--- config.mk ---
export PLATFORM = sky130hd
export DESIGN_NAME = sub16_serial_flat
export DESIGN_NICKNAME = d
export VERILOG_FILES = /design/src/rtl/alu_pkg.sv /design/src/rtl/sub16_serial_if.sv /design/src/rtl/sub16_serial_sub4b.sv /design/src/rtl/sub16_serial.sv /design/src/flat_wrapper.sv
export SDC_FILE = /design/constraint.sdc
export NUM_CORES = 1
export LEC_CHECK = 0
export CORE_AREA = 2 2 91 75
export CTS_CLUSTER_DIAMETER = 100
export DETAILED_ROUTE_END_ITERATION = 12
export DIE_AREA = 0 0 93 77
export DONT_BUFFER_PORTS = 1
export GPL_ROUTABILITY_DRIVEN = 0
export HOLD_SLACK_MARGIN = 0.05
export PLACE_DENSITY = 0.69
export SLEW_MARGIN = 20
export SYNTH_ARGS = -nofsm -noshare
export SYNTH_HDL_FRONTEND = slang
export SYNTH_SLANG_ARGS = --single-unit
--- constraint.sdc ---
create_clock -name clk -period 1.8 [get_ports clk]
set_input_delay 0.18 -clock clk [delete_from_list [all_inputs] [get_ports clk]]
set_output_delay 0.18 -clock clk [all_outputs]
set_load 0.005 [all_outputs]
--- src/rtl/alu_pkg.sv ---
// alu_pkg: shared widths, FSM state encoding and status-flag bit positions for the ALU datapath.
package alu_pkg;
    localparam int WIDTH = 16;
    localparam int SLICE = 4;
    localparam int NIBBLES = WIDTH / SLICE;
    typedef enum logic [1:0] {S_IDLE = 2'd0, S_RUN = 2'd1, S_DONE = 2'd2} state_t;
    localparam int FLAG_Z = 0;
    localparam int FLAG_N = 1;
    localparam int FLAG_V = 2;
    localparam int FLAG_B = 3;
endpackage

--- src/rtl/sub16_serial_if.sv ---
// sub16_serial_if: start/busy/done handshake, operands, result and flags of the serial subtractor.
interface sub16_serial_if;
    import alu_pkg::*;
    logic start;
    logic [WIDTH-1:0] a;
    logic [WIDTH-1:0] b;
    logic bi;
    logic busy;
    logic done;
    logic [WIDTH-1:0] o;
    logic bo;
    logic zero;
    logic neg;
    logic ovf;
    modport master (output start, a, b, bi, input busy, done, o, bo, zero, neg, ovf);
    modport slave (input start, a, b, bi, output busy, done, o, bo, zero, neg, ovf);
endinterface

--- src/rtl/sub16_serial_sub4b.sv ---
// sub4b: combinational 4-bit borrow slice, r = a + ~b + ci with carry-out co.
module sub4b (
    input  logic [3:0] a,
    input  logic [3:0] b,
    input  logic       ci,
    output logic [3:0] r,
    output logic       co
);
    assign {co, r} = {1'b0, a} + {1'b0, ~b} + 5'(ci);
endmodule

--- src/rtl/sub16_serial.sv ---
// sub16_serial: 16-bit a - b - bi computed one nibble per clock through a single borrow slice.
module sub16_serial
    import alu_pkg::*;
(
    input logic clk,
    input logic rst_n,
    sub16_serial_if.slave bus
);
    state_t st, nx;
    logic [1:0] cnt;
    logic [WIDTH-1:0] opa, opb, o_q, full;
    logic [WIDTH-SLICE-1:0] res;
    logic [SLICE-1:0] r;
    logic [3:0] fl_q, fl_nx;
    logic cy, co, last, accept;

    sub4b u_slice (.a(opa[SLICE-1:0]), .b(opb[SLICE-1:0]), .ci(cy), .r(r), .co(co));

    assign last = cnt == 2'(NIBBLES - 1);
    assign accept = bus.start && st != S_RUN;
    assign full = {r, res};

    always_ff @(posedge clk or negedge rst_n)
        if (!rst_n) st <= S_IDLE;
        else st <= nx;

    always_comb
        nx = st == S_RUN ? (last ? S_DONE : S_RUN) : (bus.start ? S_RUN : S_IDLE);

    // operands are shifted down, so on the last nibble opa/opb[3] hold the original sign bits
    always_comb begin
        fl_nx = '0;
        fl_nx[FLAG_Z] = full == '0;
        fl_nx[FLAG_N] = full[WIDTH-1];
        fl_nx[FLAG_V] = (opa[SLICE-1] != opb[SLICE-1]) && (full[WIDTH-1] != opa[SLICE-1]);
        fl_nx[FLAG_B] = ~co;
    end

    always_ff @(posedge clk or negedge rst_n)
        if (!rst_n) begin
            opa <= '0;
            opb <= '0;
            res <= '0;
            cy <= 1'b0;
            cnt <= '0;
            o_q <= '0;
            fl_q <= '0;
        end else if (accept) begin
            opa <= bus.a;
            opb <= bus.b;
            cy <= ~bus.bi;
            cnt <= '0;
        end else if (st == S_RUN) begin
            opa <= opa >> SLICE;
            opb <= opb >> SLICE;
            res <= {r, res[WIDTH-SLICE-1:SLICE]};
            cy <= co;
            cnt <= cnt + 2'd1;
            if (last) begin
                o_q <= full;
                fl_q <= fl_nx;
            end
        end

    always_comb begin
        bus.busy = st == S_RUN;
        bus.done = st == S_DONE;
        bus.o = o_q;
        bus.zero = fl_q[FLAG_Z];
        bus.neg = fl_q[FLAG_N];
        bus.ovf = fl_q[FLAG_V];
        bus.bo = fl_q[FLAG_B];
    end
endmodule

--- src/flat_wrapper.sv ---
// flat-port wrapper written by rule: the top's interface ports become plain ports
module sub16_serial_flat import alu_pkg::*;
  (clk, rst_n, bus_start, bus_a, bus_b, bus_bi, bus_busy, bus_done, bus_o, bus_bo, bus_zero, bus_neg, bus_ovf);
  sub16_serial_if bus_i ();
  input logic clk;
  input logic rst_n;
  input wire logic [$bits(bus_i.start)-1:0] bus_start;
  input wire logic [$bits(bus_i.a)-1:0] bus_a;
  input wire logic [$bits(bus_i.b)-1:0] bus_b;
  input wire logic [$bits(bus_i.bi)-1:0] bus_bi;
  output wire logic [$bits(bus_i.busy)-1:0] bus_busy;
  output wire logic [$bits(bus_i.done)-1:0] bus_done;
  output wire logic [$bits(bus_i.o)-1:0] bus_o;
  output wire logic [$bits(bus_i.bo)-1:0] bus_bo;
  output wire logic [$bits(bus_i.zero)-1:0] bus_zero;
  output wire logic [$bits(bus_i.neg)-1:0] bus_neg;
  output wire logic [$bits(bus_i.ovf)-1:0] bus_ovf;
  assign bus_i.start = bus_start;
  assign bus_i.a = bus_a;
  assign bus_i.b = bus_b;
  assign bus_i.bi = bus_bi;
  assign bus_busy = bus_i.busy;
  assign bus_done = bus_i.done;
  assign bus_o = bus_i.o;
  assign bus_bo = bus_i.bo;
  assign bus_zero = bus_i.zero;
  assign bus_neg = bus_i.neg;
  assign bus_ovf = bus_i.ovf;
  sub16_serial u_core (.clk(clk), .rst_n(rst_n), .bus(bus_i));
endmodule
# == Yosys cells after proc, flatten, opt, wreduce, memory -nomap -nowiden ==
# Cells that the tools add are included.
# classes
add_sub_neg,3
eq_ne,6
muxes,11
n_bitwise,4
reduce_logical,6
# op_table
op,count
2-to-1 mux 16 bit,4
zero test 16 bit,1
2-to-1 mux 2 bit,4
adder 4 x 4 -> 5 bit,1
adder 5 x 1 -> 5 bit,1
== test 2 bit (second input constant),2
NOT 4 bit,1
2-to-1 mux 1 bit,3
NOT 1 bit,3
AND reduction 3 bit,1
adder 2 x 1 -> 2 bit (second input constant),1
== test 2 x 1 -> 1 bit (second input constant),1
logical AND 1 bit,2
!= test 1 bit,2
!= test 2 x 1 -> 1 bit (second input constant),1
AND reduction 2 bit,1
nonzero test 2 bit,1
# word_totals
ff_bits,69
out_inout_bits,22
word_cells,38

# == Logic depth before layout (Yosys ltp) ==
# depth
word_depth,5
depth_mapped,7
depth_no_buf,7

# == Modules after synthesis ==
# From an unflattened synthesis, not the netlist that was laid out.
# hier_totals
cells_unflattened,247
area_unflattened_um2,3072.9
# by_module_without_submodules
module,instances,cells_per_inst,area_each_um2,seq_area_each_um2
sub16_serial,1,228,2920.3,1701.6
sub4b,1,19,152.6,0.0

# == Worst setup path before layout ==
# Ideal clock, no wire load.
# synth_path
kind,register to register
start,register u_core.cy
end,register u_core.fl_q[0]
setup_time_ns,0.066
t_arrival_ns,1.770
required_ns,1.734
path_slack_ns,-0.036
path_stages_with_launch,7
synth_period_minus_slack_ns,1.836
cell_sequence,dfrtp_1 fa_1 fa_1 nor4_1 nand4_1 nor2_1 a22o_1
# synth_between
elab_chain_len,2
# synth_rtl
item,line,source
from (decl),sub16_serial.sv:15,"logic cy, co, last, accept;"
from (signal assigned),sub16_serial.sv:51,cy <= ~bus.bi;
from (signal assigned),sub16_serial.sv:57,cy <= co;
adder 5 x 1 -> 5 bit,sub16_serial_sub4b.sv:9,"assign {co, r} = {1'b0, a} + {1'b0, ~b} + 5'(ci);"
net u_core.r[1],sub16_serial.sv:13,logic [SLICE-1:0] r;
zero test 16 bit,sub16_serial.sv:33,fl_nx[FLAG_Z] = full == '0;
to (signal assigned),sub16_serial.sv:61,fl_q <= fl_nx;
to (decl),sub16_serial.sv:14,"logic [3:0] fl_q, fl_nx;"
# The timed path passes the listed nets, and every way through them passes these cells.
# A chain may end at the register's enable or synchronous reset.

# == Final worst setup path ==
# layout_path
start,register u_core.opa[0]
end,register u_core.fl_q[0]
# layout_between
elab_chain_len,3
# layout_rtl
item,line,source
from (decl),sub16_serial.sv:11,"logic [WIDTH-1:0] opa, opb, o_q, full;"
from (signal assigned),sub16_serial.sv:49,opa <= bus.a;
from (signal assigned),sub16_serial.sv:54,opa <= opa >> SLICE;
adder 4 x 4 -> 5 bit,sub16_serial_sub4b.sv:9,
adder 5 x 1 -> 5 bit,sub16_serial_sub4b.sv:9,
net u_core.r[1],sub16_serial.sv:13,
zero test 16 bit,sub16_serial.sv:33,
# The timed path passes the listed nets, and every way through them passes these cells.

==> impl_metrics.yaml <==
yosys:
  synth_cell_types: 31
  synthTopCellsByCount: "68 x dfrtp_1, 60 x nand2_1, 33 x mux2i_1, 29 x o21ai_0"
  yosys.area_share.simple_pct: 11.1
  synth.yosys.seq_area_share_pct: 55.9
  ys_ff_latch: 68
  synth_most_common_cell: "dfrtp_1"
  synth_compound_area_share_pct: 7.27
  ys.flop_type: "dfrtp_1"
  synth_area_sq_um: 3050
  synth_async_sr_flop_share_pct: 100
  yosysTopAreaCell: "dfrtp_1"
  synth.avg_cell_area_sq_um: 11.4
  synth_top_family_by_area: "multiplexers"
  synthTopCellsByArea: "dfrtp_1 56%, mux2i_1 11%, nand2_1 7.4%"
  synth_fa_ha_area_share_pct: 2.96
  synthMuxAreaShare_pct: 17.5
  synth_xor_area_share_pct: 0.863
  synth_nets: 309
  syn-instance-count: 267
  synth_edf_count: 0
  synth_top_area_share_pct: 55.9
  yosysWarnings: 0
die:
  io_pins: 58
  start_util_pct: 48.8
  die_area_sq_um: 7160
  coreArea_sq_um: 6250
  fp.dieH_microns: 77
  rows: 26
  die_w_microns: 93
layout:
  fill_cells: 521
  diodes: 0
  seqCellArea_sq_um: 1700
  nets: 343
  area_growth_pct: 20.3
  final_util_pct: 58.6
  multi_input_area_sq_um: 1240
  design_area_sq_um: 3660
  drive_gt1_share_pct: 14.4
setup_path:
  worstPathArrival_ps: 2090
  cp_max_fo: 2
  critPathLaunchType: "flip-flop"
  cp-end-kind: "flip-flop"
  crit_type: "flip-flop to flip-flop"
  cp_data_required_time_ps: 2040
drt:
  post_drt_wl_per_cell_microns: 15.2
  drc_errors: 0
  vias: 1976
  postRouteAntennaNets: 0
  dr.pass1.iters: 4
  drtIter0Drc: 114
  totalWireLength_microns: 5920
  routed_via_density: 5.08
pwr:
  p_sw_w: 0.00226
  internal_power_w: 0.00381
  p_seq_share_pct: 44.4
  p_per_area_nw_per_um2: 1660
  swShare_pct: 37.3
  irDropWorstVdd_uv: 625
  p_comb_share_pct: 38.5
  pwr-share-clk_pct: 17.1
  p_leak_nw: 1.78
sta:
  fin_crit_sh_pct: 103
  min_period_ps: 1850
  fmax_mhz: 540
  finalSetupTns_ps: -52.6
  setup_viol: 1
  whs_ps: 63.0
  drv_slew: 0
  relSlewSlack_pct: 76.7
  rsz0062_at_grt: "yes"
  skew_ps: 6.39
  worst_pin_slew_ps: 349
  finalHoldViolCount: 0
  setup_ws_ps: -52.6
placement:
  place_ws_ps: -136
  dp_hpwl_microns: 3450
  placed_area_sq_um: 3080
  numPortBuffers: 0
cts:
  cts_inserted_buffers: 9
  clk_pin_slew_ps: 70
  cts_max_path_buffers: 2
  tritoncts: "done"
  cts_htree_levels: 3
  clk_latency_ps: 350
  cts_sinks: 68
  post_cts.repair.setup_buffers: 0
  root_buffer: "clkbuf_8"
global_routing:
  antenna_found_initial: 0
  grtUsageTotal_pct: 17.9
  grt_max_degree: 72
  first_global_vias: 1902
  overflow: 0
  grt_first_pass_wirelength_microns: 9650
outcome:
  violations: "negative setup slack"
  status: "finished, violations left"
worst_hold_path:
  hp-class: "input port to flip-flop"
flow_run:
  maxCapViolations: 0
layout by cell type, fill, tap and decap left out, drive strengths merged, types with 2 or more instances in the layout:
cell and instances:
dfrtp 68, clkinv 6, nor4 3, a21o 3, mux2i 33, inv 6
o21ai 29, a211oi 2, a21oi 2, clkbuf 9, nor2 12, nand2 61
buf 5, xor2 2, nand2b 2, fa 2, mux2 14, dlygate4sd3 34
ha 4
critical path, cell delays in order, from the launching register on:
cell	delay (ps)
dfrtp_1	400
fa_2	410
fa_2	570
nor4_4	40
nand4_1	100
nor2_1	50
a22o_1	180
layout make-up:
cell class / instances / area share (%)
Tap cell: 84 / 2.87
Sequential cell: 68 / 46.5
Timing Repair Buffer: 39 / 11.5
Multi-Input combinational cell: 176 / 34.0
Clock inverter: 6 / 0.888
Clock buffer: 9 / 3.38
Inverter: 7 / 0.854
metal layers:
metal  wire, microns  track usage [%]
met1            2610             21.9
met5               0                0
met2            2860             27.8
met3             357             7.86
met4              84             7.06
registers in the layout (all words and copies together), names as in the netlist:
register,flops
u_core.res,12
u_core.opa,16
u_core.st,2
u_core.bus.o,15
u_core.cy,1
u_core.fl_q,4
u_core.opb,16
u_core.cnt,2
repair_timing:
action / in CTS / in global routing
hold buffers: 36 / 0
endpoints found under the hold margin: 100 / 0
pin swaps: 1 / 4
resized for setup: 2 / 4
setup endpoints to repair: 6 / 7
metrics by stage:
step,power [W],cells
after floorplan,0.00437,267
after global placement,0.00472,338
after detailed placement,0.00479,338
after CTS,0.00601,389
after global routing,0.00656,389
final,0.00607,389
worst paths after layout:
check	from	end	slack (ps)	cells after the start
min in group asynchronous	rst_n	u_core.bus.o[4]	380	2
max in group asynchronous	rst_n	u_core.opb[3]	1150	2
worst min-delay path	bus_start	u_core.opb[9]	60	2
worst max register to register	u_core.opa[0]	u_core.fl_q[0]	-50	6
worst min register to register	u_core.opb[6]	u_core.opb[2]	480	2
worst max-delay path	u_core.opa[0]	u_core.fl_q[0]	-50	6
logic make-up (layout without fill, tap and decap cells):
family,after synthesis,in the layout
mux,47,47
flops,68,68
compound gates,39,39
simple gates,81,81
buf+inv,23,61
xor+xnor,3,3
fa+ha+maj,6,6
power by group through the flow:
stage                     Clock [W]  Sequential, W  Combinational [W]
after floorplan                   0        0.00256            0.00182
after global placement            0        0.00270            0.00202
after detailed placement          0        0.00272            0.00207
after CTS                   0.00108        0.00270            0.00223
after global routing        0.00113        0.00278            0.00265
final                       0.00104        0.00269            0.00234
(Power assumes the default switching activity.)
